===== src/rtl/quiz_bus_reader.sv =====
// quiz_bus_reader: read master for the RD side of the quizif bus.
// Client read requests are queued in a small FIFO. Each request is issued as
// one strobed bus read, and the returned byte goes back on a valid/ready port.
// Optional feature macro: QUIZ_RD_TIMEOUT_EN. It builds the STROBE timeout
// counter and the rsp_err path. When the macro is not defined, STROBE waits
// for da indefinitely and rsp_err is tied low.
module quiz_bus_reader #(
    parameter int DEPTH      = 4,
    parameter int TMO_CYCLES = 15
) (
    input  logic       clk,
    input  logic       rst,
    input  logic       req_valid,
    output logic       req_ready,
    input  logic [7:0] req_addr,
    output logic       rsp_valid,
    input  logic       rsp_ready,
    output logic [7:0] rsp_data,
    output logic       rsp_err,
    output logic [7:0] addr,
    output logic       as,
    output logic       rw,
    output logic       ds,
    input  logic       da,
    input  logic [7:0] data
);

    localparam int PTR_W = $clog2(DEPTH);
    localparam logic [PTR_W:0] FULL_CNT = (PTR_W+1)'(DEPTH);

    typedef enum logic [1:0] {
        IDLE    = 2'd0,
        ADDR    = 2'd1,
        STROBE  = 2'd2,
        RELEASE = 2'd3
    } state_t;

    state_t           state;
    logic [7:0]       mem [DEPTH];
    logic [PTR_W-1:0] wr_ptr;
    logic [PTR_W-1:0] rd_ptr;
    logic [PTR_W:0]   count;
    logic [PTR_W:0]   count_nxt;
    logic             push;
    logic             pop;
    logic             empty;

    assign empty = (count == '0);
    assign push  = req_valid && req_ready;
    // A new bus cycle starts only from IDLE, with data queued and the response slot free
    assign pop   = (state == IDLE) && !empty && !rsp_valid;

`ifdef QUIZ_RD_TIMEOUT_EN
    localparam logic [7:0] TMO_LAST = 8'(TMO_CYCLES - 1);
    logic [7:0] tmo_cnt;
    logic       err_q;
    assign rsp_err = err_q;
`else
    logic [7:0] unused_tmo;
    assign unused_tmo = 8'(TMO_CYCLES);
    assign rsp_err    = 1'b0;
`endif

    // Next FIFO occupancy. It is used to register req_ready one cycle ahead.
    always_comb begin
        count_nxt = count;
        if (push && !pop) begin
            count_nxt = count + 1'b1;
        end else if (!push && pop) begin
            count_nxt = count - 1'b1;
        end
    end

    // FIFO storage. It is not reset because the pointers define what is valid.
    always_ff @(posedge clk) begin
        if (push) begin
            mem[wr_ptr] <= req_addr;
        end
    end

    // FIFO pointers, occupancy and the registered req_ready (!full)
    always_ff @(posedge clk or negedge rst) begin
        if (!rst) begin
            wr_ptr    <= '0;
            rd_ptr    <= '0;
            count     <= '0;
            req_ready <= 1'b0;
        end else begin
            if (push) begin
                wr_ptr <= wr_ptr + 1'b1;
            end
            if (pop) begin
                rd_ptr <= rd_ptr + 1'b1;
            end
            count     <= count_nxt;
            req_ready <= (count_nxt != FULL_CNT);
        end
    end

    // Bus FSM with registered strobes and the response holding register
    always_ff @(posedge clk or negedge rst) begin
        if (!rst) begin
            state     <= IDLE;
            addr      <= 8'h00;
            as        <= 1'b0;
            rw        <= 1'b0;
            ds        <= 1'b0;
            rsp_valid <= 1'b0;
            rsp_data  <= 8'h00;
`ifdef QUIZ_RD_TIMEOUT_EN
            tmo_cnt   <= 8'h00;
            err_q     <= 1'b0;
`endif
        end else begin
            if (rsp_valid && rsp_ready) begin
                rsp_valid <= 1'b0;
            end
            case (state)
                IDLE: begin
                    if (pop) begin
                        addr  <= mem[rd_ptr];
                        as    <= 1'b1;
                        rw    <= 1'b1;
                        state <= ADDR;
                    end
                end
                ADDR: begin
                    ds    <= 1'b1;
                    state <= STROBE;
`ifdef QUIZ_RD_TIMEOUT_EN
                    tmo_cnt <= 8'h00;
`endif
                end
                STROBE: begin
                    if (da) begin
                        rsp_data  <= data;
                        rsp_valid <= 1'b1;
                        as        <= 1'b0;
                        rw        <= 1'b0;
                        ds        <= 1'b0;
                        state     <= RELEASE;
`ifdef QUIZ_RD_TIMEOUT_EN
                        err_q     <= 1'b0;
                    end else if (tmo_cnt == TMO_LAST) begin
                        // This edge is the TMO_CYCLES-th one with ds high, so the read is aborted
                        rsp_data  <= 8'h00;
                        err_q     <= 1'b1;
                        rsp_valid <= 1'b1;
                        as        <= 1'b0;
                        rw        <= 1'b0;
                        ds        <= 1'b0;
                        state     <= RELEASE;
                    end else begin
                        tmo_cnt <= tmo_cnt + 1'b1;
`endif
                    end
                end
                RELEASE: begin
                    // The manager must drop da before another cycle may begin
                    if (!da) begin
                        state <= IDLE;
                    end
                end
                default: begin
                    state <= IDLE;
                end
            endcase
        end
    end

endmodule

===== config.mk =====
export PLATFORM = sky130hd
export DESIGN_NAME = quiz_bus_reader
export DESIGN_NICKNAME = d
export VERILOG_FILES = /design/src/rtl/quiz_bus_reader.sv
export SDC_FILE = /design/constraint.sdc
export NUM_CORES = 1
export LEC_CHECK = 0
export BUFFER_PORTS_ARGS = -buffer_cell sky130_fd_sc_hd__buf_2
export CORE_ASPECT_RATIO = 1.1
export CORE_MARGIN = 1
export CORE_UTILIZATION = 40
export CTS_CLUSTER_SIZE = 10
export DETAILED_ROUTE_END_ITERATION = 10
export SLEW_MARGIN = 15
export SYNTH_ARGS = -nofsm -noshare
export SYNTH_HDL_FRONTEND = slang
export SYNTH_SLANG_ARGS = --single-unit

===== constraint.sdc =====
create_clock -name clk -period 3.2 [get_ports clk]
set_input_delay 0.8 -clock clk [delete_from_list [all_inputs] [get_ports clk]]
set_output_delay 0.8 -clock clk [all_outputs]
set_load 0.02 [all_outputs]

# Word level (Yosys, flattened, before mapping)
# Memories as Yosys holds them, arrays and structs flattened. A register that Yosys moved wholly into a read port is not among the register bits.
# Cells that the tools add are included.
dict set report classes {
  reduce_logical 20
  n_eq_ne 7
  muxes 15
  add_sub_neg 4
}
# cell count
set ops {}
lappend ops {{$pmux 2 s4} 1}
lappend ops {{$mux 1} 7}
lappend ops {{$logic_and 1x1->1} 6}
lappend ops {{$mux 2} 3}
lappend ops {{$mux 3} 2}
lappend ops {{$ne 2x2->1 const B} 3}
lappend ops {{$reduce_and 2->1} 3}
lappend ops {{$reduce_and 3->1} 2}
lappend ops {{$logic_not 1->1} 5}
lappend ops {{$add 2x1->2 const B} 2}
lappend ops {{$eq 2x2->1 const B} 2}
lappend ops {{$pmux 1 s2} 2}
lappend ops {{$reduce_bool 2->1} 2}
lappend ops {{$add 3x1->3 const B} 1}
lappend ops {{$logic_not 3->1} 1}
lappend ops {{$ne 3x3->1 const B} 1}
lappend ops {{$sub 3x1->3 const B} 1}
lappend ops {{$eq 2x1->1 const B} 1}
lappend ops {{$logic_not 2->1} 1}
dict set report totals {
  elab_cells 56
  ram_bits 32
  mem_count 1
  reg_bits 21
  output_inout_bits 22
}
# name depth word_bits rd rd_clocked_by_memory_dff wr line_no
set mem_list {}
lappend mem_list {mem 4 8 1 1 1 39} ;# logic [7:0] mem [DEPTH];

# Logic depth before layout (Yosys ltp)
dict set report logic_depth {
  ltp_word 8
  mapped_depth 7
  depth_no_buf 6
}

# Worst setup path before layout
# OpenSTA, ideal clock, no wires.
dict set report synth_path {
  kind {input-to-reg}
  startpoint {input req_valid}
  endpoint {register count[2]}
  t_required_ns 3.081
  n_path_buf 0
  slack_ns 1.552
  t_arrival_ns 1.529
  stages 4
  path_cell_list {nand2_2 -> and4_4 -> or3_1 -> and2_1}
}
dict set report synth_between {
  elab_chain_len 5
  elab_cells_between_ends 6
  classes_between {mux: 2; reduce/logical: 4}
}
# item line_no
set synth_rtl {}
lappend synth_rtl {{start, declared} 13} ;# input logic req_valid,
lappend synth_rtl {{$logic_and 1x1->1 *} 49} ;# assign push = req_valid && req_ready;
lappend synth_rtl {{$logic_not 1->1} 69} ;# end else if (!push && pop) begin
lappend synth_rtl {{$logic_and 1x1->1} 69}
lappend synth_rtl {{$mux 3} 69}
lappend synth_rtl {{$mux 3 *} 67} ;# if (push && !pop) begin
lappend synth_rtl {{named net count_nxt[2]} 43} ;# logic [PTR_W:0] count_nxt;
lappend synth_rtl {{end signal, assigned} 95} ;# count <= count_nxt;
lappend synth_rtl {{end, declared} 42} ;# logic [PTR_W:0] count;
# Mark *: on every way through the listed nets, which the timed path passes. The rest lies on a longest branch.
# A chain may end at the register's enable or synchronous reset.

# Final worst setup path
dict set report layout_path {
  startpoint {register req_ready}
  endpoint {output req_ready}
}
# item line_no
set layout_lines {}
lappend layout_lines {{start, declared} 14} ;# output logic req_ready,
lappend layout_lines {{start signal, assigned} 96} ;# req_ready <= (count_nxt != FULL_CNT);
# No word-level cell between the ends.

==> flow_summary.json <==
{
  "status": "completed",
  "initial_utilization": 0.418,
  "crit_path_cell_trace": "buf_2",
  "cts-root-buf": "clkbuf_8",
  "dpl.hpwl_mm": 3.15,
  "worstMarginPinSlew_ns": 0.691,
  "critPathBufInv": 1,
  "fin_tns_setup_ns": 0,
  "cts_hold_buf": 0,
  "multi_input_area_sq_um": 846,
  "worstPathMaxFanout": 7,
  "yosysTopAreaCell": "edfxtp_1",
  "cp-end-kind": "output pin",
  "slowest_delay_ns": 0.45,
  "fin_crit_ns": 1.79,
  "syn_nets": 191,
  "slowest_stage": "dfrtp_1",
  "nFillCells": 566,
  "die_area_sq_mm": 0.00684,
  "path_clk_slew_ns": 0.07,
  "cap_violations": 0,
  "required_ns": 2.40,
  "synth.top_cells.by_area": "edfxtp_1 37%, dfrtp_1 28%, mux4_2 6.9%, ha_1 5.8%, mux2_4 4.6%",
  "route.vias.total": 1465,
  "fp.dieH_um": 86.6,
  "pre_cts_ws_ns": 1.35,
  "ios": 43,
  "startpoint_type": "register",
  "layout-drive-gt1-share": 0.410,
  "portBuffers": 41,
  "gp_congestion": 0.743,
  "clock-sinks": 61,
  "final_cells": 290,
  "route.detailed.drc": 0,
  "post-route-period-util": 0.558,
  "yosys_warnings": 0,
  "ys_types": 37,
  "synthArstFlopShare": 0.475,
  "ys_seq_area_frac": 0.648,
  "fin_skew_ns": 0.00945,
  "cts_buffers": 9,
  "die_w_um": 78.9,
  "grt_use_total": 0.150,
  "rows": 30,
  "grt_max_degree": 30,
  "yosys_most_used_dff": "edfxtp_1",
  "relSlewSlack": 0.540,
  "drt_wl_total_mm": 4.49,
  "final-max-slew-violation-count": 0,
  "htreeDepth": 3,
  "fmax_ghz": 0.560,
  "clock_path_buffers": 2,
  "yosysTopAreaCellShare": 0.369,
  "finalSetupViolations": 0,
  "wl_per_cell_um": 15.5,
  "path_class": "reg -> out",
  "ir_drop_v": 0.000462,
  "power_density_mw_per_mm2": 1030,
  "overflow": 0,
  "ant_nets": 0,
  "grt_setup_unrepaired": "false",
  "cts_setup_buffers": 0,
  "core_sq_mm": 0.00623,
  "dp_cells": 274,
  "dr.pass1.iters": 4,
  "final_nets": 238,
  "clock_latency_ns": 0.33,
  "drtIter0Drc": 41,
  "syn-mean-instance-area_sq_um": 16.5,
  "fin_ws_ns": 1.41,
  "p_leak_nw": 1.32,
  "synthCells": 158,
  "ctsResizeCount": 0,
  "netlist_area_sq_mm": 0.00260,
  "crit_family": "flip-flops",
  "critPathArrivalTime_ns": 0.99,
  "grt_pass1_vias": 1550,
  "hold_class": "in -> async",
  "finalHoldViolCount": 0,
  "ys_ff_latch": 61,
  "synth-edff-count": 32,
  "insertedDiodeCount": 0,
  "area_growth_pct": 19.4,
  "regArea_sq_mm": 0.00169,
  "viasPerCell": 5.05,
  "antenna_found_initial": 0,
  "cts_tree": "built",
  "grt_pass1_wl_mm": 7.42
}
synthesized netlist by cell type, types with 3 or more instances:
master and count:
dfrtp_1 29, mux2_4 8, edfxtp_1 32, a21oi_1 5, o21ai_0 3, inv_1 8
nor2_1 3, mux2_2 9, and3_1 5, nand2_1 4, ha_1 12, mux4_2 8
registers in the layout, indices dropped and copies added, names as in the netlist:
register   flops
rsp_data       8
req_ready      1
mem           32
wr_ptr         2
addr           8
rw             1
rsp_valid      1
ds             1
count          3
state          2
rd_ptr         2
worst paths after layout:
check	from	endpoint	slack, ns	cells past startpoint
worst max-delay path	req_ready	req_ready	1.41	1
worst min-delay path	rst	addr[0]	0.50	1
worst max register to register	state[0]	addr[2]	1.48	5
worst min register to register	rsp_data[3]	rsp_data[3]	0.50	1
max in group asynchronous	rst	count[0]	2.24	1
min in group clk	rsp_data[3]	rsp_data[3]	0.50	1
cells by family after synthesis:
kind of cell | after synthesis | share of synthesized area
flip-flops | 61 | 0.648
multiplexers | 26 | 0.158
AND/OR/NAND/NOR | 25 | 0.0553
AO/OA/AOI/OAI | 17 | 0.0423
buffers and inverters | 13 | 0.0274
adder cells (fa/ha/maj) | 12 | 0.0577
XOR/XNOR | 3 | 0.0101
other | 1 | 0.00144
area by class of cell:
type	count	area share
clock inverters	2	0.0113
flip-flops and latches	61	0.543
inverters	8	0.00966
clock buffers	14	0.0660
repair buffers	41	0.0660
well taps	80	0.0322
multi-input cells	84	0.272
cell usage in the layout (no fill, tap or decap), drive strengths merged, types with 3 or more instances in the layout:
cell type  synthesis  final
buf                4     41
mux4               8      8
o21ai              3      3
nand2              5      5
inv                8      8
a21oi              5      5
clkbuf             1     14
mux2              17     17
ha                12     12
edfxtp            32     32
nor2               3      3
and3               5      5
dfrtp             29     29
per-layer routing:
layer	wire length [um]	global-route usage	vias to the layer above
met2	2250	0.244	46
met1	1880	0.181	726
met5	0	0	-
met3	236	0.0284	14
met4	129	0.0992	0
li1	-	-	679
per-stage QoR:
stage           util  power [W]  area, sq um  hold WS (ns)
2_1_floorplan      -    0.00216         2600         0.498
3_3_place_gp   0.460    0.00239         2870         0.482
3_5_place_dp   0.460    0.00246         2870         0.491
4_1_cts        0.499    0.00325         3110         0.507
5_1_grt        0.499    0.00343         3110         0.511
6_report       0.499    0.00321         3110         0.503
report_power, final:
part,switching [W],internal (W),total [W]
registers,0.000195,0.00110,0.00130
logic,0.000569,0.000560,0.00113
clock network,0.000289,0.000496,0.000786
total,0.00105,0.00216,0.00321
No activity file was read; power rests on OpenSTA's default activity.
